**src/rtl/ps2_scan_rx_if.sv**
```systemverilog
// Scan-code stream between the PS/2 receiver and the keyboard-command logic.
//   code_valid : head entry presented (producer -> consumer)
//   code_ready : consumer accepts the head entry (consumer -> producer)
//   code       : head scan code
//   code_ext   : head code was preceded by E0
//   code_break : head code was preceded by F0 (key release)
interface ps2_scan_rx_if;
  logic       code_valid;
  logic       code_ready;
  logic [7:0] code;
  logic       code_ext;
  logic       code_break;

  modport master (
    output code_valid,
    output code,
    output code_ext,
    output code_break,
    input  code_ready
  );

  modport slave (
    input  code_valid,
    input  code,
    input  code_ext,
    input  code_break,
    output code_ready
  );
endinterface

```
**src/rtl/ps2_scan_rx.sv**
```systemverilog
// PS/2 device-to-host receiver with debounced inputs, frame checking, mid-frame
// timeout, optional E0/F0 prefix decoding and a first-word fall-through code FIFO.
//   clk       : system clock, rising edge
//   reset_n   : asynchronous active-low reset
//   ps2_clk   : raw PS/2 clock line (asynchronous)
//   ps2_data  : raw PS/2 data line (asynchronous)
//   code_if   : valid/ready stream of {ext, break, code} entries
//   frame_err : one-cycle pulse on bad start/parity/stop or timeout
//   overflow  : one-cycle pulse when a decoded code is dropped (FIFO full)
//   busy      : frame in progress
module ps2_scan_rx #(
  parameter int unsigned CLK_FREQ        = 50000000,
  parameter int unsigned DEBOUNCE_CYCLES = 8,
  parameter int unsigned IDLE_CYCLES     = CLK_FREQ / 18000,
  parameter int unsigned FIFO_DEPTH      = 4,
  parameter bit          DECODE_PREFIX   = 1'b1
) (
  input  logic          clk,
  input  logic          reset_n,
  input  logic          ps2_clk,
  input  logic          ps2_data,
  ps2_scan_rx_if.master code_if,
  output logic          frame_err,
  output logic          overflow,
  output logic          busy
);

  localparam int unsigned DbW = $clog2(DEBOUNCE_CYCLES);
  localparam int unsigned IdW = $clog2(IDLE_CYCLES + 1);
  localparam int unsigned AW  = $clog2(FIFO_DEPTH);

  localparam logic [DbW-1:0] DbMax = DbW'(DEBOUNCE_CYCLES - 1);
  localparam logic [IdW-1:0] IdMax = IdW'(IDLE_CYCLES);

  typedef enum logic [1:0] {StIdle, StExt, StBrk, StExtBrk} dec_state_e;

  // ---------------------------------------------------------------------------
  // Synchronisers and debounce filters
  // ---------------------------------------------------------------------------
  logic [1:0]     clk_sync_q, data_sync_q;
  logic [DbW-1:0] clk_db_q, clk_db_d, data_db_q, data_db_d;
  logic           clk_f_q, clk_f_d, data_f_q, data_f_d;
  logic           clk_prev_q;

  // The counter tracks consecutive samples that disagree with the filtered value;
  // the filtered value flips only after DEBOUNCE_CYCLES of them in a row.
  always_comb begin
    clk_f_d   = clk_f_q;
    clk_db_d  = '0;
    data_f_d  = data_f_q;
    data_db_d = '0;
    if (clk_sync_q[1] != clk_f_q) begin
      if (clk_db_q == DbMax) clk_f_d  = clk_sync_q[1];
      else                   clk_db_d = clk_db_q + 1'b1;
    end
    if (data_sync_q[1] != data_f_q) begin
      if (data_db_q == DbMax) data_f_d  = data_sync_q[1];
      else                    data_db_d = data_db_q + 1'b1;
    end
  end

  // Sync flops clear to 0; the debounce filter masks the two-cycle mismatch
  // against the filtered lines, which come out of reset high.
  always_ff @(posedge clk or negedge reset_n) begin
    if (!reset_n) begin
      clk_sync_q  <= '0;
      data_sync_q <= '0;
      clk_db_q    <= '0;
      data_db_q   <= '0;
      clk_f_q     <= 1'b1;
      data_f_q    <= 1'b1;
      clk_prev_q  <= 1'b1;
    end else begin
      clk_sync_q  <= {clk_sync_q[0], ps2_clk};
      data_sync_q <= {data_sync_q[0], ps2_data};
      clk_db_q    <= clk_db_d;
      data_db_q   <= data_db_d;
      clk_f_q     <= clk_f_d;
      data_f_q    <= data_f_d;
      clk_prev_q  <= clk_f_q;
    end
  end

  // ---------------------------------------------------------------------------
  // Bit capture, idle timer and frame check
  // ---------------------------------------------------------------------------
  logic           strobe, last_bit, frame_ok, timeout;
  logic [10:0]    frame;
  logic [9:0]     shift_q, shift_d;
  logic [3:0]     bit_cnt_q, bit_cnt_d;
  logic [IdW-1:0] idle_q, idle_d;
  logic           rx_good_q, rx_good_d, rx_bad_q, rx_bad_d, err_q, err_d;

  assign strobe   = clk_prev_q & ~clk_f_q;
  // Frame as it stands once the current data bit is shifted in (LSB first).
  assign frame    = {data_f_q, shift_q};
  assign last_bit = strobe && (bit_cnt_q == 4'd10);
  assign frame_ok = ~frame[0] & (^frame[9:1]) & frame[10];
  assign timeout  = (idle_q == IdMax) && (bit_cnt_q != 4'd0);

  always_comb begin
    idle_d = '0;
    if (clk_f_q) idle_d = (idle_q == IdMax) ? idle_q : idle_q + 1'b1;
  end

  always_comb begin
    shift_d   = shift_q;
    bit_cnt_d = bit_cnt_q;
    rx_good_d = 1'b0;
    rx_bad_d  = 1'b0;
    err_d     = 1'b0;
    if (strobe) begin
      shift_d = frame[10:1];
      if (last_bit) begin
        bit_cnt_d = 4'd0;
        rx_good_d = frame_ok;
        rx_bad_d  = ~frame_ok;
        err_d     = ~frame_ok;
      end else begin
        bit_cnt_d = bit_cnt_q + 4'd1;
      end
    end else if (timeout) begin
      bit_cnt_d = 4'd0;
      err_d     = 1'b1;
    end
  end

  always_ff @(posedge clk or negedge reset_n) begin
    if (!reset_n) begin
      shift_q   <= '0;
      bit_cnt_q <= '0;
      idle_q    <= '0;
      rx_good_q <= 1'b0;
      rx_bad_q  <= 1'b0;
      err_q     <= 1'b0;
    end else begin
      shift_q   <= shift_d;
      bit_cnt_q <= bit_cnt_d;
      idle_q    <= idle_d;
      rx_good_q <= rx_good_d;
      rx_bad_q  <= rx_bad_d;
      err_q     <= err_d;
    end
  end

  // After the final strobe the data byte sits in shift_q[7:0].
  logic [7:0] rx_byte;
  assign rx_byte = shift_q[7:0];

  // ---------------------------------------------------------------------------
  // Prefix decoder
  // ---------------------------------------------------------------------------
  dec_state_e dec_q, dec_d;
  logic       push;
  logic [9:0] push_data;

  always_comb begin
    dec_d     = dec_q;
    push      = 1'b0;
    push_data = {2'b00, rx_byte};
    if (rx_bad_q) begin
      dec_d = StIdle;
    end else if (rx_good_q) begin
      if (DECODE_PREFIX == 1'b0) begin
        push = 1'b1;
      end else begin
        unique case (dec_q)
          StIdle: begin
            if (rx_byte == 8'hE0)      dec_d = StExt;
            else if (rx_byte == 8'hF0) dec_d = StBrk;
            else                       push  = 1'b1;
          end
          StExt: begin
            if (rx_byte == 8'hF0) begin
              dec_d = StExtBrk;
            end else if (rx_byte != 8'hE0) begin
              push      = 1'b1;
              push_data = {2'b10, rx_byte};
              dec_d     = StIdle;
            end
          end
          StBrk: begin
            if (rx_byte != 8'hE0 && rx_byte != 8'hF0) begin
              push      = 1'b1;
              push_data = {2'b01, rx_byte};
              dec_d     = StIdle;
            end
          end
          StExtBrk: begin
            if (rx_byte != 8'hE0 && rx_byte != 8'hF0) begin
              push      = 1'b1;
              push_data = {2'b11, rx_byte};
              dec_d     = StIdle;
            end
          end
        endcase
      end
    end
  end

  always_ff @(posedge clk or negedge reset_n) begin
    if (!reset_n) dec_q <= StIdle;
    else          dec_q <= dec_d;
  end

  // ---------------------------------------------------------------------------
  // Code FIFO (first-word fall-through, pointers carry a wrap bit)
  // ---------------------------------------------------------------------------
  logic [9:0] mem_q [FIFO_DEPTH];
  logic [AW:0] wr_q, rd_q;
  logic        empty, full, pop, wr_en, ovf_q;

  assign empty = (wr_q == rd_q);
  assign full  = (wr_q[AW] != rd_q[AW]) && (wr_q[AW-1:0] == rd_q[AW-1:0]);
  assign pop   = ~empty & code_if.code_ready;
  // A pop frees the slot the push writes into, so full+pop still accepts.
  assign wr_en = push & (~full | pop);

  always_ff @(posedge clk or negedge reset_n) begin
    if (!reset_n) begin
      for (int i = 0; i < FIFO_DEPTH; i++) mem_q[i] <= '0;
      wr_q  <= '0;
      rd_q  <= '0;
      ovf_q <= 1'b0;
    end else begin
      if (wr_en) begin
        mem_q[wr_q[AW-1:0]] <= push_data;
        wr_q                <= wr_q + 1'b1;
      end
      if (pop) rd_q <= rd_q + 1'b1;
      ovf_q <= push & full & ~pop;
    end
  end

  assign code_if.code_valid = ~empty;
  assign code_if.code_ext   = mem_q[rd_q[AW-1:0]][9];
  assign code_if.code_break = mem_q[rd_q[AW-1:0]][8];
  assign code_if.code       = mem_q[rd_q[AW-1:0]][7:0];
  assign frame_err          = err_q;
  assign overflow           = ovf_q;
  assign busy               = (bit_cnt_q != 4'd0);

endmodule

```
**src/flat_wrapper.sv**
```systemverilog
// flat-port wrapper written by rule: the top's interface ports become plain ports
module ps2_scan_rx_flat 
#(
  parameter int unsigned CLK_FREQ        = 50000000,
  parameter int unsigned DEBOUNCE_CYCLES = 8,
  parameter int unsigned IDLE_CYCLES     = CLK_FREQ / 18000,
  parameter int unsigned FIFO_DEPTH      = 4,
  parameter bit          DECODE_PREFIX   = 1'b1
)
  (clk, reset_n, ps2_clk, ps2_data, frame_err, overflow, busy, code_if_code_valid, code_if_code, code_if_code_ext, code_if_code_break, code_if_code_ready);
  ps2_scan_rx_if code_if_i ();
  input  logic clk;
  input  logic reset_n;
  input  logic ps2_clk;
  input  logic ps2_data;
  output logic frame_err;
  output logic overflow;
  output logic busy;
  output wire logic [$bits(code_if_i.code_valid)-1:0] code_if_code_valid;
  output wire logic [$bits(code_if_i.code)-1:0] code_if_code;
  output wire logic [$bits(code_if_i.code_ext)-1:0] code_if_code_ext;
  output wire logic [$bits(code_if_i.code_break)-1:0] code_if_code_break;
  input wire logic [$bits(code_if_i.code_ready)-1:0] code_if_code_ready;
  assign code_if_code_valid = code_if_i.code_valid;
  assign code_if_code = code_if_i.code;
  assign code_if_code_ext = code_if_i.code_ext;
  assign code_if_code_break = code_if_i.code_break;
  assign code_if_i.code_ready = code_if_code_ready;
  ps2_scan_rx #(.CLK_FREQ(CLK_FREQ), .DEBOUNCE_CYCLES(DEBOUNCE_CYCLES), .IDLE_CYCLES(IDLE_CYCLES), .FIFO_DEPTH(FIFO_DEPTH), .DECODE_PREFIX(DECODE_PREFIX)) u_core (.clk(clk), .reset_n(reset_n), .ps2_clk(ps2_clk), .ps2_data(ps2_data), .code_if(code_if_i), .frame_err(frame_err), .overflow(overflow), .busy(busy));
endmodule
```
**config.mk**
```make
export PLATFORM = sky130hd
export DESIGN_NAME = ps2_scan_rx_flat
export DESIGN_NICKNAME = d
export VERILOG_FILES = /design/src/rtl/ps2_scan_rx_if.sv /design/src/rtl/ps2_scan_rx.sv /design/src/flat_wrapper.sv
export SDC_FILE = /design/constraint.sdc
export NUM_CORES = 1
export LEC_CHECK = 0
export CELL_PAD_IN_SITES_DETAIL_PLACEMENT = 1
export CELL_PAD_IN_SITES_GLOBAL_PLACEMENT = 2
export CORE_ASPECT_RATIO = 0.7
export CORE_MARGIN = 2
export CORE_UTILIZATION = 45
export CTS_BUF_LIST = sky130_fd_sc_hd__clkbuf_4 sky130_fd_sc_hd__clkbuf_8
export CTS_CLUSTER_SIZE = 28
export DETAILED_ROUTE_END_ITERATION = 6
export GPL_TIMING_DRIVEN = 0
export PLACE_DENSITY_LB_ADDON = 0.1
export SLEW_MARGIN = 20
export SYNTH_ARGS = -nofsm -noshare
export SYNTH_HDL_FRONTEND = slang
export SYNTH_SLANG_ARGS = --single-unit
```
**constraint.sdc**
```tcl
create_clock -name clk -period 2.29 [get_ports clk]
set_input_delay 0.229 -clock clk [delete_from_list [all_inputs] [get_ports clk]]
set_output_delay 0.229 -clock clk [all_outputs]
set_load 0.005 [all_outputs]
```
# --- Yosys cells after proc, flatten, opt, wreduce, memory -nomap -nowiden ---
# Index checks and enable logic that the tools add are counted.
totals:
  regBits: 91
  in_bits: 5
  output_inout_bits: 14
  elab_cells: 124
op_classes:
  add_sub_neg: 6
  magnitude_cmp: 3
  n_eq_ne: 20
  mux: 44
  bitwise_logic: 16
  reduce_logical: 14
ops:
  columns: ["operator", "n"]
  rows:
  - ["$mux 10", 8]
  - ["$bwmux 40", 1]
  - ["$pmux 10 s3", 1]
  - ["$mux 12", 2]
  - ["$bmux 10 s2", 1]
  - ["$demux 10 s2", 1]
  - ["$eq 8x8->1 const B", 2]
  - ["$ne 8x8->1 const B", 2]
  - ["$mux 2", 7]
  - ["$mux 1", 13]
  - ["$add 12x1->12 const B", 1]
  - ["$add 3x1->3 const B", 4]
  - ["$eq 12x12->1 const B", 1]
  - ["$mux 3", 4]
  - ["$mux 4", 3]
  - ["$mux 9", 1]
  - ["$reduce_xor 9->1", 1]
  - ["$ne 4x1->1 const B", 2]
  - ["$and 1x1->1", 7]
  - ["$eq 3x3->1 const B", 2]
  - ["$ge 3x3->1 const B", 2]
  - ["$not 1->1", 6]
  - ["$not 2->3", 2]
  - ["$pmux 2 s3", 1]
  - ["19 further kinds", 28]

# --- Longest topological paths before layout ---
# Gate-level depths: netlist of the first run.
depth:
  ltp_word: 8
  mapped_depth: 6
  ltp_nobuf: 6

# --- Worst setup path after synthesis of the first run ---
# No wires, ideal clock.
synth_path:
  kind: "reg-to-reg"
  startpoint: "register u_core.rd_q[2]"
  endpoint: "register u_core.mem_q[1] (netlist name)"
  setup_time_ps: 125
  arrival_time_ps: 1591
  required_ps: 2165
  setup_slack_ps: 574
  stages_incl_launch_ff: 7
  n_path_buf: 2
  synth_period_minus_slack_ps: 1716
  path_cell_list: "dfrtp_1 xor2_1 and4b_1 buf_2 nor3b_2 buf_6 mux2_4"
synth_via:
  elab_chain_len: 5
synth_lines:
  columns: ["element", "line_no", "rtl"]
  rows:
  - ["start, declared", "ps2_scan_rx.sv:210", "logic [AW:0] wr_q, rd_q;"]
  - ["start signal, assigned", "ps2_scan_rx.sv:230", "if (pop) rd_q <= rd_q + 1'b1;"]
  - ["$eq 3x3->1 or $ne 1x1->1 (tied branches)", "ps2_scan_rx.sv:213, ps2_scan_rx.sv:214", null]
  - ["$not 1->1 or $logic_and 1x1->1 (tied branches)", "ps2_scan_rx.sv:215, ps2_scan_rx.sv:214", null]
  - ["$and 1x1->1 or $not 1->1 (tied branches)", "ps2_scan_rx.sv:215, ps2_scan_rx.sv:217", null]
  - ["$or 1x1->1 *", "ps2_scan_rx.sv:217", "assign wr_en = push & (~full | pop);"]
  - ["$and 1x1->1 *", "ps2_scan_rx.sv:217", null]
  - ["end signal, assigned by index", "ps2_scan_rx.sv:227", "mem_q[wr_q[AW-1:0]] <= push_data;"]
  - ["end, declared", "ps2_scan_rx.sv:209", "logic [9:0] mem_q [FIFO_DEPTH];"]
# Every way passes the cells marked *; elsewhere a longest branch is shown, timed or not.
# A chain may end at the register's enable or synchronous reset.

# --- Worst setup path after layout of the first run ---
layout_path:
  startpoint: "register u_core.rd_q[0]"
  endpoint: "output port code_if_code[2]"
layout_via:
  elab_chain_len: 4
layout_lines:
  columns: ["element", "line_no", "rtl"]
  rows:
  - ["$not 2->3 (implied by the code)", "ps2_scan_rx.sv:238", "assign code_if.code = mem_q[rd_q[AW-1:0]][7:0];"]
  - ["$bmux 10 s2", "ps2_scan_rx.sv:238", null]
  - ["$mux 10 (2 in series)", null, null]
  - ["end, declared", "flat_wrapper.sv:20", "output wire logic [$bits(code_if_i.code)-1:0] code_if_code;"]
# Every way passes these cells. The select of a mux whose other input is x is not followed.

==> results of run 1 <==
power by group through the flow:
stage	Clock (mW)	Combinational [mW]	Sequential, mW
after floorplan	0	0.353	1.83
after global placement	0	0.507	1.86
after detailed placement	0	0.535	1.87
after CTS	1.38	0.543	1.84
after global routing	1.45	0.603	1.86
final	1.34	0.526	1.83
critical path, stage by stage, from the launching register on:
cell	delay, ns
dfrtp_2	0.42
buf_8	0.19
mux4_2	0.53
clkdlybuf4s50_1	0.47
cell usage in the layout, fill, tap and decap left out, types with 4 or more instances in the layout:
cell type	synthesis	final
dfrtp_1	88	87
nand2_1	40	40
mux2_4	39	39
clkdlybuf4s50_1	0	17
ha_1	14	14
xnor2_1	13	13
mux4_2	10	10
nor2_1	10	10
and2_1	10	10
clkbuf_8	0	9
xor2_1	8	8
inv_1	7	7
buf_6	6	7
nor2b_1	7	7
mux2_2	6	6
nor3b_1	5	5
buf_4	3	5
nand3_1	5	5
nor3_1	4	4
nor3b_2	4	4
registers in the layout (all words and copies together) (netlist names), 3 cells and up:
register / flops
u_core.bit_cnt_q: 4
u_core.shift_q: 10
u_core.rd_q: 3
u_core.data_db_q: 3
u_core.idle_q: 12
u_core.clk_db_q: 3
u_core.mem_q: 40
u_core.wr_q: 3
layout make-up:
| cell class | count | area share, % |
|---|---|---|
| buffer | 16 | 2.636 |
| timing repair buffer | 22 | 4.607 |
| inverter | 7 | 0.5174 |
| clock inverter | 7 | 2.439 |
| tap | 128 | 3.153 |
| multi-input combinational | 209 | 39.27 |
| sequential | 91 | 44.94 |
| clock buffer | 9 | 2.439 |
worst paths after layout:
path | start | endpoint | slack, ns | cells after the start
worst max register to register | u_core.rd_q[0] | u_core.mem_q[5] | 0.29 | 7
worst min register to register | u_core.clk_sync_q[0] | u_core.clk_sync_q[1] | 0.35 | 0
min in group asynchronous | reset_n | u_core.idle_q[5] | 0.34 | 2
worst min-delay path | ps2_data | u_core.data_sync_q[0] | 0.30 | 1
max in group asynchronous | reset_n | u_core.rd_q[0] | 1.36 | 3
worst max-delay path | u_core.rd_q[0] | code_if_code[2] | 0.09 | 3
through the flow:
stage          std cells  utilization, %  total power, mW  TNS [ns]  worst slack, ns
2_1_floorplan        323               -            2.187         0           0.5735
3_3_place_gp         469           49.56            2.365   -218.78           -2.446
3_5_place_dp         470           49.86            2.403         0           0.1690
4_1_cts              487           52.63            3.757         0          0.01135
5_1_grt              489           52.85            3.905         0        0.0001696
6_report             489           52.85            3.703         0          0.08942
timing repair:
action,CTS,global route
setup endpoints to repair,9,9
resized for setup,4,3
hold buffers,1,0
setup buffers,0,2
endpoints found under the hold margin,37,0
kinds of logic after synthesis:
family / count (synthesis)
buffers and inverters: 23
flip-flops: 91
adder cells (fa/ha/maj): 14
XOR/XNOR: 23
AO/OA/AOI/OAI: 15
multiplexers: 56
AND/OR/NAND/NOR: 101
metal layers:
| metal | part of all wire [%] | up-vias | routed length [um] |
|---|---|---|---|
| met4 | 1.1 | 0 | 98 |
| met5 | 0 | - | 0 |
| li1 | - | 1177 | - |
| met1 | 52 | 1309 | 4599 |
| met2 | 44 | 23 | 3903 |
| met3 | 2.8 | 9 | 248 |
==> summary.txt, run 1 <==
Synthesis
  – Synth area leaders: dfrtp_1, mux2_4, mux4_2
  – Compound-Gate Fraction of Synth Area: roughly 2.9%
  – Async SR Flop Fraction: 100.0%
  – Cell type with the highest aggregate area in the netlist: dfrtp_1
  – Yosys cell types: 46
  – Largest family of logic cells by synthesized area: multiplexers
  – Ys Warns: 0
  – Synth Area in Simple Gates: 12.93%
  – Area share of the largest cell type after synthesis: 49.80%
  – Syn Area/Cell: about 14 um2
  – Post-synth EDFFs: 0
  – Syn Nets: 342
  – Xor/xnor share of the synthesized area: under 10%
  – Post-synthesis mux area share: 20.09%
  – Most common cell in the netlist: dfrtp_1
  – Seq/Total Area, Yosys: 51.58%
  – Mapped cell area: 4422 um2
  – Adder-cell share of the synthesized area: 3.962%
  – Commonest cells in the synthesized netlist: dfrtp_1, nand2_1, mux2_4
  – Ys flop type: dfrtp_1
  – Synthesized flop and latch total: 91
  – Cell count after synthesis: 323

Worst setup path
  – Worst Setup End Kind: primary output
  – Setup CP Type: reg2out
  – Req. time, crit path: 2.06 ns
  – CP startpoint kind: register
  – Worst EP arrival: 1.97 ns
  – CP max FO: 10

Route
  – Starting DRT DRC Count: around 110
  – Wire per inst: 18.10 um
  – Post-DRT Antenna Nets: 0
  – Drt via density: 5.149
  – DRC Markers: 0
  – DRT Wirelength: 8850 um
  – Vias: 2,518
  – DR pass1 iterations: 4

Floorplanning
  – Die width: 122.5 um
  – Initial Util: between 40% and 50%
  – Die area: about 11,000 um2
  – Row cnt: 30
  – Total core area: 9609 um2
  – I/O pin total: 19
  – Height of the chip: slightly below 90 um

Timing
  – Hold slack: about 0.3 ns
  – Final Setup Violations: 0
  – Max-Slew Margin vs Limit: 63.74%
  – Fmax: 0.4544 GHz
  – RSZ-0062 raised after global routing: no
  – Period utilization: around 96%
  – Slew Limit Fails: 0
  – Final hold vios: 0
  – Setup Skew: 0.01352 ns
  – Worst-Margin Slew: 0.5420 ns
  – Fin crit period: 2.201 ns

Global route
  – Initial antenna violation count: 0
  – GRT Max-Usage Layer: met1
  – Routing usage on met3: 6.021%
  – Met1 usage: 26.60%
  – Grt met2 use: 25.91%
  – Vias in the first global route: 2,622
  – Total GRT Usage: 18.03%
  – Grt ovf: 0
  – Largest net degree at the start of global routing: 52
  – First-pass GRT wire length: approximately 14,000 um

Flow run
  – Max-cap check violation count: 0

Layout
  – Fraction of layout cells with a size suffix above 1: 27.98%
  – Area of the multi-input gates: between 1500 and 2000 um2
  – Final nets: 375
  – FILL cells: 974
  – Register area: 2282 um2
  – Layout area overhead: 14.86%
  – ANT cells: 0
  – Post-route cell area: 5079 um2

Clocking
  – Bufs on Longest Clock Path: 2
  – Root buffer cell: clkbuf_8
  – Reg clk slew, reported paths: approximately 0.090 ns
  – Clock latency on the worst-skew pair: 0.37 ns
  – Clock sink count: 91
  – Number of buffers created by CTS: 9
  – CTS tree: yes
  – CTS H-Tree Depth: 3

Min path
  – Min-Delay Path Class: in2reg

Placed design
  – HPWL after DPL: between 5000 and 6000 um
  – Cell Area, Placed: 4791 um2
  – IO buf count: 18
  – GP Congestion: 0.6962

Power and ir drop
  – Clock power frac: 36.3%
  – NetSw: 998.9 uW
  – P_int: roughly 2.7 mW
  – Switching Share: 26.97%
  – Power per cell area: 729.2 nW/um2
  – Maximum vdd drop: about 0.42 mV
  – Leakage power: 2.403 nW
  – Part of the power in registers: 49.5%
  – Combinational cell fraction of total power: 14.2%

Status
  – Status: complete, no violations
No activity file was read; power rests on OpenSTA's default activity.
==> inputs of run 2 (changes only) <==
--- a/config.mk
+++ b/config.mk
@@ -6,10 +6,10 @@
 export NUM_CORES = 1
 export LEC_CHECK = 0
 export CELL_PAD_IN_SITES_DETAIL_PLACEMENT = 1
-export CELL_PAD_IN_SITES_GLOBAL_PLACEMENT = 2
+export CELL_PAD_IN_SITES_GLOBAL_PLACEMENT = 1
 export CORE_ASPECT_RATIO = 0.7
 export CORE_MARGIN = 2
-export CORE_UTILIZATION = 45
+export CORE_UTILIZATION = 52
 export CTS_BUF_LIST = sky130_fd_sc_hd__clkbuf_4 sky130_fd_sc_hd__clkbuf_8
 export CTS_CLUSTER_SIZE = 28
 export DETAILED_ROUTE_END_ITERATION = 6
==> summary.txt, run 2 (synthesized netlist as in run 1, its figures left out) <==
Floorplanning
  – Initial Util: 53.03% (+7.0 points)
  – Height of the chip: 81.15 um (-6.7%)
  – Die area: 9269 um2 (-13%)
  – Total core area: 8338 um2 (-13%)
  – Die width: 114.2 um (-6.7%)
  – Row cnt: 28 (-6.7%)
  – I/O pin total: 19 (unchanged)

Clocking
  – Reg clk slew, reported paths: 0.08 ns (about the same)
  – Number of buffers created by CTS: 9 (unchanged)
  – CTS tree: yes
  – Clock latency on the worst-skew pair: 0.36 ns (about the same)
  – Clock sink count: 91 (unchanged)
  – Root buffer cell: clkbuf_8
  – Post-CTS Setup Bufs: 0 (unchanged)
  – Bufs on Longest Clock Path: 2 (unchanged)
  – CTS H-Tree Depth: 3 (unchanged)

Global route
  – Largest net degree at the start of global routing: 47 (-9.6%)
  – Vias in the first global route: 2,711 (+3.4%)
  – Total GRT Usage: 19.42% (+1.4 points)
  – Met1 usage: 26.26% (-0.34 points)
  – GRT Max-Usage Layer: met2
  – Initial antenna violation count: 0 (unchanged)
  – Routing usage on met3: 4.478% (-1.5 points)
  – Grt ovf: 0 (unchanged)
  – First-pass GRT wire length: 13,680 um (-4.8%)
  – Grt met2 use: 32.08% (+6.2 points)

Placed design
  – IO buf count: 18 (unchanged)
  – DP Worst Slack: 0.2252 ns (+0.05619 ns)
  – GP Congestion: 0.7687 (+10%)
  – Placed cells: 447 (-4.9%)
  – Cell Area, Placed: 4762 um2 (-0.60%)
  – HPWL after DPL: 5824 um (+0.78%)

Min path
  – Hold Startpoint: ps2_data
  – Min-Delay Path Depth: 1 (unchanged)
  – Hold worst-path end: u_core.data_sync_q[0]
  – Min-Delay Path Class: in2reg

Route
  – DRC Markers: 0 (unchanged)
  – Starting DRT DRC Count: 70 (-38%)
  – DRT Wirelength: 8209 um (-7.2%)
  – Post-DRT Antenna Nets: 0 (unchanged)
  – DR pass1 iterations: 4 (unchanged)
  – Vias: 2,497 (-0.83%)
  – Drt via density: 5.381 (+4.5%)
  – Wire per inst: 17.69 um (-2.2%)

Worst setup path
  – Worst Setup End Kind: primary output
  – WP depth: 3 (unchanged)
  – Sequence of cells on the critical path: buf_8, mux4_2, clkdlybuf4s50_1
  – CP max FO: 10 (unchanged)
  – FF-to-FF path depth: 5 (-2)
  – Slowest cell on crit path: mux4_2
  – Setup CP Type: reg2out
  – CP startpoint kind: register
  – Worst EP arrival: 1.96 ns (about the same)
  – Count of buffer and inverter cells on the critical path: 2 (unchanged)
  – Slowest stage delay, CP: 0.51 ns (-0.02 ns)
  – Reg-to-Reg End: u_core.mem_q[7]
  – Top delay family on crit path: buffers and inverters
  – Req. time, crit path: 2.06 ns (about the same)
  – Worst R2R Start: u_core.shift_q[2]
  – R2r setup slk: 0.28 ns (about the same)

Timing
  – Slew Limit Fails: 0 (unchanged)
  – Final Setup Violations: 0 (unchanged)
  – Fmax: 0.4577 GHz (+0.71%)
  – Max-Slew Margin vs Limit: 60.00% (-3.7 points)
  – Fin crit period: 2.185 ns (-0.01554 ns)
  – Period utilization: 95.42% (-0.68 points)
  – Worst-Margin Slew: 0.5980 ns (+0.05597 ns)
  – RSZ-0062 raised after global routing: no
  – Post-route worst setup slack: 0.1050 ns (+0.01554 ns)
  – Final hold vios: 0 (unchanged)
  – Setup Skew: 0.009370 ns (-0.004146 ns)

Power and ir drop
  – Switching Share: 27.32% (+0.35 points)
  – NetSw: 910.2 uW (-8.9%)
  – Leakage power: 2.363 nW (-1.7%)
  – P_int: 2.421 mW (-10%)
  – Combinational cell fraction of total power: 15.3% (+1.1 points)
  – Part of the power in registers: 55.0% (+5.5 points)
  – Power per cell area: 671.9 nW/um2 (-7.9%)
  – Clock power frac: 29.7% (-6.6 points)
  – Maximum vdd drop: 0.4667 mV (+11%)

Layout
  – Largest Register: u_core.mem_q
  – Final nets: 373 (-0.53%)
  – Most frequent cells in the layout: dfrtp_1, nand2_1, mux2_4, clkdlybuf4s50_1, ha_1
  – ANT cells: 0 (unchanged)
  – Fraction of layout cells with a size suffix above 1: 27.58% (-0.40 points)
  – Post-route cell area: 4959 um2 (-2.4%)
  – Layout area overhead: 12.14%
  – Commonest non-fill, non-tap cell in the layout: dfrtp_1
  – Max reg flops: 40 (unchanged)
  – Top flop regs: u_core.mem_q x40, u_core.idle_q x12, u_core.shift_q x10
  – Fin cells: 464 (-5.1%)

Flow run
  – Max-cap check violation count: 0 (unchanged)

Status
  – Status: complete, no violations
run 2: changes by cell type in the layout (fill, tap and decap cells not counted), sizes merged:
| cell | before | now |
|---|---|---|
| buf | 16 | 14 |
| bufinv | 3 | 0 |
| clkbuf | 13 | 18 |
| inv | 9 | 7 |
run 2: layout make-up:
cell class / instances / area, um2
fillers: 809 / 3379
plain buffers: 16 / 131.4
well taps: 105 / 131.4
clock inverters: 2 / 12.51
repair buffers: 20 / 219.0
inverters: 7 / 26.28
clock buffers: 14 / 161.4
multi-input cells: 209 / 1994
flip-flops and latches: 91 / 2282
run 2: metrics by stage:
stage	util [%]	hold WS (ns)	total power [mW]	TNS [ns]
finish	59.47	0.3106	3.332	0
global route	59.47	0.2929	3.516	0
CTS	59.41	0.2910	3.387	0
detailed placement	57.11	0.1893	2.388	0
global placement	56.77	0.3336	2.350	-210.13
floorplan	-	-0.06659	2.187	0
run 2: repair_timing:
item / in CTS / in global routing
gates resized for setup: 3 / 2
hold buffers: 1 / 0
pin swaps: 0 / 0
endpoints found under the setup margin: 9 / 9
hold endpoints to repair: 42 / 0
run 2: per-layer routing:
layer / part of all wire (%) / wire, um
met2: 47 / 3886
met3: 2.1 / 176
met1: 50 / 4101
met5: 0 / 0
met4: 0.55 / 45
run 2: worst reg2reg max path: stages (launching register included):
cell	delay, ns
dfrtp_1	0.49
nand4b_4	0.24
o41ai_4	0.51
nor3b_2	0.13
buf_6	0.20
mux2_4	0.32
run 2: power by group through the flow:
stage,clock [mW],sequential [mW],combinational [mW]
floorplan,0,1.83,0.353
global placement,0,1.86,0.492
detailed placement,0,1.87,0.523
CTS,1.03,1.83,0.527
global route,1.08,1.85,0.585
finish,0.988,1.83,0.510
run 2: worst max path at each step:
stage,startpoint,end,slack (ns)
finish,u_core.rd_q[0],code_if_code_break,0.10
global route,u_core.rd_q[0],code_if_code[2],0.004
CTS,u_core.rd_q[0],code_if_code[0],0.004
detailed placement,u_core.rd_q[0],code_if_code[3],0.23
global placement,reset_n,u_core.rd_q[2],-2.35
floorplan,u_core.rd_q[2],u_core.mem_q[1],0.57
==> inputs of run 3 (changes only) <==
--- a/config.mk
+++ b/config.mk
@@ -15,6 +15,7 @@
 export DETAILED_ROUTE_END_ITERATION = 6
 export GPL_TIMING_DRIVEN = 0
 export PLACE_DENSITY_LB_ADDON = 0.1
+export SETUP_SLACK_MARGIN = 0.2
 export SLEW_MARGIN = 20
 export SYNTH_ARGS = -nofsm -noshare
 export SYNTH_HDL_FRONTEND = slang
==> summary.txt, run 3 (synthesized netlist as in run 1, its figures left out) <==
Clocking
  – Clock sink count: 91 (unchanged)
  – Reg clk slew, reported paths: 0.08 ns (about the same)
  – Root buffer cell: clkbuf_8
  – Number of buffers created by CTS: 9 (unchanged)
  – Clock latency on the worst-skew pair: 0.36 ns (about the same)
  – Bufs on Longest Clock Path: 2 (unchanged)
  – CTS H-Tree Depth: 3 (unchanged)
  – CTS tree: yes

Route
  – Wire per inst: 17.91 um (+1.2%)
  – Vias: 2,528 (+1.2%)
  – DRC Markers: 0 (unchanged)
  – DRT Wirelength: 8398 um (+2.3%)
  – Drt via density: 5.390 (+0.16%)
  – Starting DRT DRC Count: 62 (-11%)
  – DR pass1 iterations: 4 (unchanged)
  – Post-DRT Antenna Nets: 0 (unchanged)

Worst setup path
  – Worst EP arrival: 1.80 ns (-0.16 ns)
  – CP startpoint kind: register
  – Req. time, crit path: 2.06 ns (about the same)
  – Setup CP Type: reg2out
  – Reg-to-Reg End: u_core.mem_q[7]
  – CP max FO: 8 (-2)
  – FF-to-FF path depth: 7 (+2)
  – R2r setup slk: 0.28 ns (about the same)
  – Worst R2R Start: u_core.rd_q[0]
  – CP Capture Point: code_if_code[0]
  – Worst Setup SP: u_core.rd_q[0]
  – Worst Setup End Kind: primary output

Layout
  – ANT cells: 0 (unchanged)
  – Fraction of layout cells with a size suffix above 1: 28.85% (+1.3 points)
  – Max reg flops: 40 (unchanged)
  – Top flop regs: u_core.mem_q x40, u_core.idle_q x12, u_core.shift_q x10
  – Largest Register: u_core.mem_q
  – Most frequent cells in the layout: dfrtp_1, nand2_1, mux2_4, ha_1, xnor2_1
  – Final nets: 378 (+1.3%)
  – Commonest non-fill, non-tap cell in the layout: dfrtp_1
  – Post-route cell area: 5014 um2 (+1.1%)
  – Layout area overhead: 13.38%

Floorplanning
  – Die width: 114.2 um (unchanged)
  – Row cnt: 28 (unchanged)
  – Total core area: 8338 um2 (unchanged)
  – Initial Util: 53.03% (unchanged)
  – Height of the chip: 81.15 um (unchanged)
  – I/O pin total: 19 (unchanged)
  – Die area: 9269 um2 (unchanged)

Power and ir drop
  – Maximum vdd drop: 0.4649 mV (-0.39%)
  – Leakage power: 2.496 nW (+5.6%)
  – Power per cell area: 664.7 nW/um2 (-1.1%)

Timing
  – Fmax: 0.4931 GHz (+7.7%)
  – Slew Limit Fails: 0 (unchanged)
  – Final Setup Violations: 0 (unchanged)
  – Fin crit period: 2.028 ns (-0.1569 ns)
  – Period utilization: 88.56% (-6.9 points)
  – Worst-Margin Slew: 0.5290 ns (-0.06902 ns)
  – Final hold vios: 0 (unchanged)
  – Setup_tns: 0 ns (unchanged)
  – RSZ-0062 raised after global routing: no
  – Max-Slew Margin vs Limit: 64.73% (+4.7 points)
  – Post-route worst setup slack: 0.2619 ns (+0.1569 ns)
  – Setup Skew: 0.01025 ns (+0.0008826 ns)

Global route
  – Total GRT Usage: 19.64% (+0.21 points)
  – Largest net degree at the start of global routing: 47 (unchanged)
  – Vias in the first global route: 2,725 (+0.52%)
  – Initial antenna violation count: 0 (unchanged)
  – Grt ovf: 0 (unchanged)
  – First-pass GRT wire length: 13,790 um (+0.86%)

Placed design
  – IO buf count: 18 (unchanged)
  – Cell Area, Placed: 4762 um2 (unchanged)
  – DP Worst Slack: 0.2252 ns (unchanged)
  – GP Congestion: 0.7687 (unchanged)
  – HPWL after DPL: 5824 um (unchanged)

Min path
  – Min-Delay Path Class: in2reg
  – Hold Startpoint: ps2_data

Status
  – Status: complete, no violations

Flow run
  – Max-cap check violation count: 0 (unchanged)
-- run 3: cell types whose count changed in the layout (fill, tap and decap cells not counted), sizes merged --
cell	delta
clkdlybuf4s50	-10
dlygate4sd2	+6
dlymetal6s2s	+4
clkbuf	-1
buf	+6
-- run 3: layout make-up --
cell class                      count  area [um2]
Clock inverter                      2       12.51
Fill cell                         808        3324
Tap cell                          105       131.4
Buffer                             16       138.9
Multi-Input combinational cell    209        2002
Clock buffer                       14       161.4
Timing Repair Buffer               25       259.0
Sequential cell                    91        2282
Inverter                            7       26.28
-- run 3: per-layer routing --
layer / global-route usage [%] / part of all wire [%] / vias to the layer above
met5: 0 / 0 / -
met4: 5.122 / 1.0 / 0
met3: 4.478 / 2.1 / 9
met2: 32.56 / 48 / 21
met1: 26.50 / 49 / 1311
li1: - / - / 1187
-- run 3: how the worst min path moves through the flow --
stage | to | cells past startpoint | slack, ns
2_1_floorplan | u_core.bit_cnt_q[0] | 0 | -0.07
3_3_place_gp | u_core.data_sync_q[1] | 0 | 0.33
3_5_place_dp | u_core.idle_q[6] | 1 | 0.19
4_1_cts | u_core.data_sync_q[0] | 1 | 0.29
5_1_grt | u_core.data_sync_q[0] | 1 | 0.29
6_report | u_core.data_sync_q[0] | 1 | 0.31
-- run 3: worst max-delay path: stages (launching register included) --
cell and delay (ns):
dfrtp_2 0.39, buf_12 0.14, buf_4 0.14, mux4_2 0.49, dlygate4sd2_1 0.28
-- run 3: stage by stage --
step | utilization, % | hold WS, ns | cells | power (mW)
4_1_cts | 59.74 | 0.2910 | 467 | 3.387
6_report | 60.13 | 0.3076 | 469 | 3.332
2_1_floorplan | - | -0.06659 | 323 | 2.187
3_5_place_dp | 57.11 | 0.1893 | 447 | 2.388
3_3_place_gp | 56.77 | 0.3336 | 446 | 2.350
5_1_grt | 60.13 | 0.2929 | 469 | 3.516
-- run 3: what timing repair did --
| item | CTS | global route |
|---|---|---|
| setup buffers | 3 | 2 |
| resized for setup | 13 | 6 |
| hold buffers | 1 | 0 |
| pin swaps | 0 | 1 |
| setup endpoints to repair | 9 | 13 |
| hold endpoints to repair | 42 | 0 |
-- run 3: power breakdown --
part | internal [mW] | total, mW | switching (mW) | leakage [nW]
logic | 0.234 | 0.509 | 0.275 | 1.16
clock network | 0.455 | 0.990 | 0.535 | 0.0918
registers | 1.73 | 1.83 | 0.101 | 1.24
total | 2.42 | 3.33 | 0.911 | 2.50
==> patch, RTL diff (config.mk and constraints of run 2) <==
`CLK_FREQ` is set to 50000000 in 2 places; all go to 25000000.
--- a/src/rtl/ps2_scan_rx.sv
+++ b/src/rtl/ps2_scan_rx.sv
@@ -9,7 +9,7 @@
 //   overflow  : one-cycle pulse when a decoded code is dropped (FIFO full)
 //   busy      : frame in progress
 module ps2_scan_rx #(
-  parameter int unsigned CLK_FREQ        = 50000000,
+  parameter int unsigned CLK_FREQ        = 25000000,
   parameter int unsigned DEBOUNCE_CYCLES = 8,
   parameter int unsigned IDLE_CYCLES     = CLK_FREQ / 18000,
   parameter int unsigned FIFO_DEPTH      = 4,
--- a/src/flat_wrapper.sv
+++ b/src/flat_wrapper.sv
@@ -1,7 +1,7 @@
 // flat-port wrapper written by rule: the top's interface ports become plain ports
 module ps2_scan_rx_flat 
 #(
-  parameter int unsigned CLK_FREQ        = 50000000,
+  parameter int unsigned CLK_FREQ        = 25000000,
   parameter int unsigned DEBOUNCE_CYCLES = 8,
   parameter int unsigned IDLE_CYCLES     = CLK_FREQ / 18000,
   parameter int unsigned FIFO_DEPTH      = 4,
Check against the original RTL: no difference found for any inputs over 10 cycles, from zero or initial values and one cycle with reset_n low; that may be too few to reach the edited logic, so the function may still have changed.
==> patch against run 2 <==
- routed wire length rose by 6.3%
- synthesized cell count fell by 0.93%
- count of clock-buffer cells in the layout did not move
- highest routed layer unchanged
- power rose by 21%
- clock power rose by 28%
- critical path depth did not move
- worst setup slack got worse by 29 ps
- utilization rose by 2.5 points
- via count rose by 0.24%
- cell count fell by 1.3%
- sequential cell count fell by 1
- critical endpoint is now code_if_code[7]
- design area fell by 0.35%
- the run now ends with DRC left
- area after synthesis fell by 2.2%
==> patch: results (changes against run 2) <==
Post-Place Setup Slack 163 ps (was 225 ps); syn avg cell area 13.5 um^2 (was 13.7 um^2); initial antenna violation count 0 (unchanged); fill count 784 (was 809); top cells by count, synth dfrtp_1, nand2_1, mux2_4, ha_1, and2_1 (was dfrtp_1, nand2_1, mux2_4, ha_1, xnor2_1); adder-cell share of the synthesized area 0.0405 (was 0.0396); global-route usage over all layers 0.219 (was 0.194); outcome finished with violations (was complete, no violations); Inverters 8 (was 7); drc violations 2 (was 0); footprint of the multi-input gates 0.00194 mm^2 (was 0.00199 mm^2); NumNets Final 371 (was 373); Seq. cell area 0.00226 mm^2 (was 0.00228 mm^2); delay-heaviest family, CP buffers and inverters (unchanged); fin cells 458 (was 464); Buffers excl. clock 38 (was 36); Worst path slowest cell mux4_2 (unchanged); comb_multi_in 205 (was 209); # clock sinks 90 (was 91); vias per std cell 5.47 (was 5.38); Net Count, Synth 339 (was 342); Synth Area in Compound Gates 0.0333 (was 0.0286); mux contribution to synthesized area 0.204 (was 0.201); failing checks DRC; Worst Skew 17.8 ps (was 9.37 ps); Clock-cell share 0.0474 (was 0.0351); CP peak stage delay 530 ps (was 510 ps); global-route wire length before repair 14,900 um (was 13,700 um); biggest regs u_core.mem_q (40), u_core.idle_q (11), u_core.shift_q (10) (was u_core.mem_q (40), u_core.idle_q (12), u_core.shift_q (10)); Non-clock buffer share 0.0719 (was 0.0707); Initial DRC Count 76 (was 70); ant diodes 0 (unchanged); Pre-Repair DR Iteration Count 6 (was 4); Clock transition at path regs 80 ps (about the same); share of layout cells above drive strength 1 0.258 (was 0.276); RePlAce Congestion 0.749 (was 0.769); Clock buffer cells 14 (unchanged); Area after DPL 0.00466 mm^2 (was 0.00476 mm^2); asr flop ratio synth 1.00 (unchanged); pin count of the biggest net entering global routing 78 (was 47); R2R setup slack 280 ps (about the same); largest cells by area after synthesis dfrtp_1, mux2_4, mux4_2, ha_1, nand2_1 (unchanged); RR Startpoint u_core.shift_q[2] (unchanged); vias in the first global route 2,852 (was 2,711); Min Hold Slack 257 ps (was 311 ps); Syn-to-layout area delta 14.2% (was 12.1%); Cells after DPL 440 (was 447); leakage power 2.37 nW (was 2.36 nW); Hold Crit Class input port to asynchronous set/reset pin (was input port to flip-flop); XOR/XNOR Fraction of Synth Area 0.0469 (was 0.0526); post-DP HPWL 5970 um (was 5820 um); cells after synthesis 320 (was 323); Worst Path Arrival 1990 ps (was 1960 ps); Achievable Freq 0.452 GHz (was 0.458 GHz); Post-Route WL 8730 um (was 8210 um); clk_lat worst skew 380 ps (was 360 ps); Seq/Total Area, Yosys 0.522 (was 0.516); Slew headroom 0.649 (was 0.600); maximum VDD drop 0.426 mV (was 0.467 mV)
-- patch: worst paths after layout --
path / end / cells past startpoint
hold / removal: u_core.clk_sync_q[1] / 2
setup / recovery: code_if_code[7] / 3
max in group asynchronous: u_core.data_f_q / 3
hold reg to reg: u_core.data_sync_q[1] / 0
min in group clk: u_core.data_sync_q[0] / 1
setup reg to reg: u_core.mem_q[31] / 5
-- patch: per-layer routing --
layer  share of wire  up-vias  global-route usage
met5               0        -                   0
met4           0.020        0              0.0890
met3           0.022       15              0.0491
met2            0.45       26               0.344
met1            0.51     1293               0.297
li1                -     1169                   -
-- patch: power breakdown --
| part | switching (mW) | internal (mW) | leakage [nW] |
|---|---|---|---|
| logic | 0.456 | 0.433 | 1.03 |
| registers | 0.148 | 1.74 | 1.22 |
| clock network | 0.548 | 0.712 | 0.121 |
| total | 1.15 | 2.89 | 2.37 |
-- patch: timing repair --
item,CTS,global route
buffers inserted,0,1
setup endpoints to repair,10,10
hold endpoints to repair,88,0
hold buffers,1,0
gates resized for setup,6,3
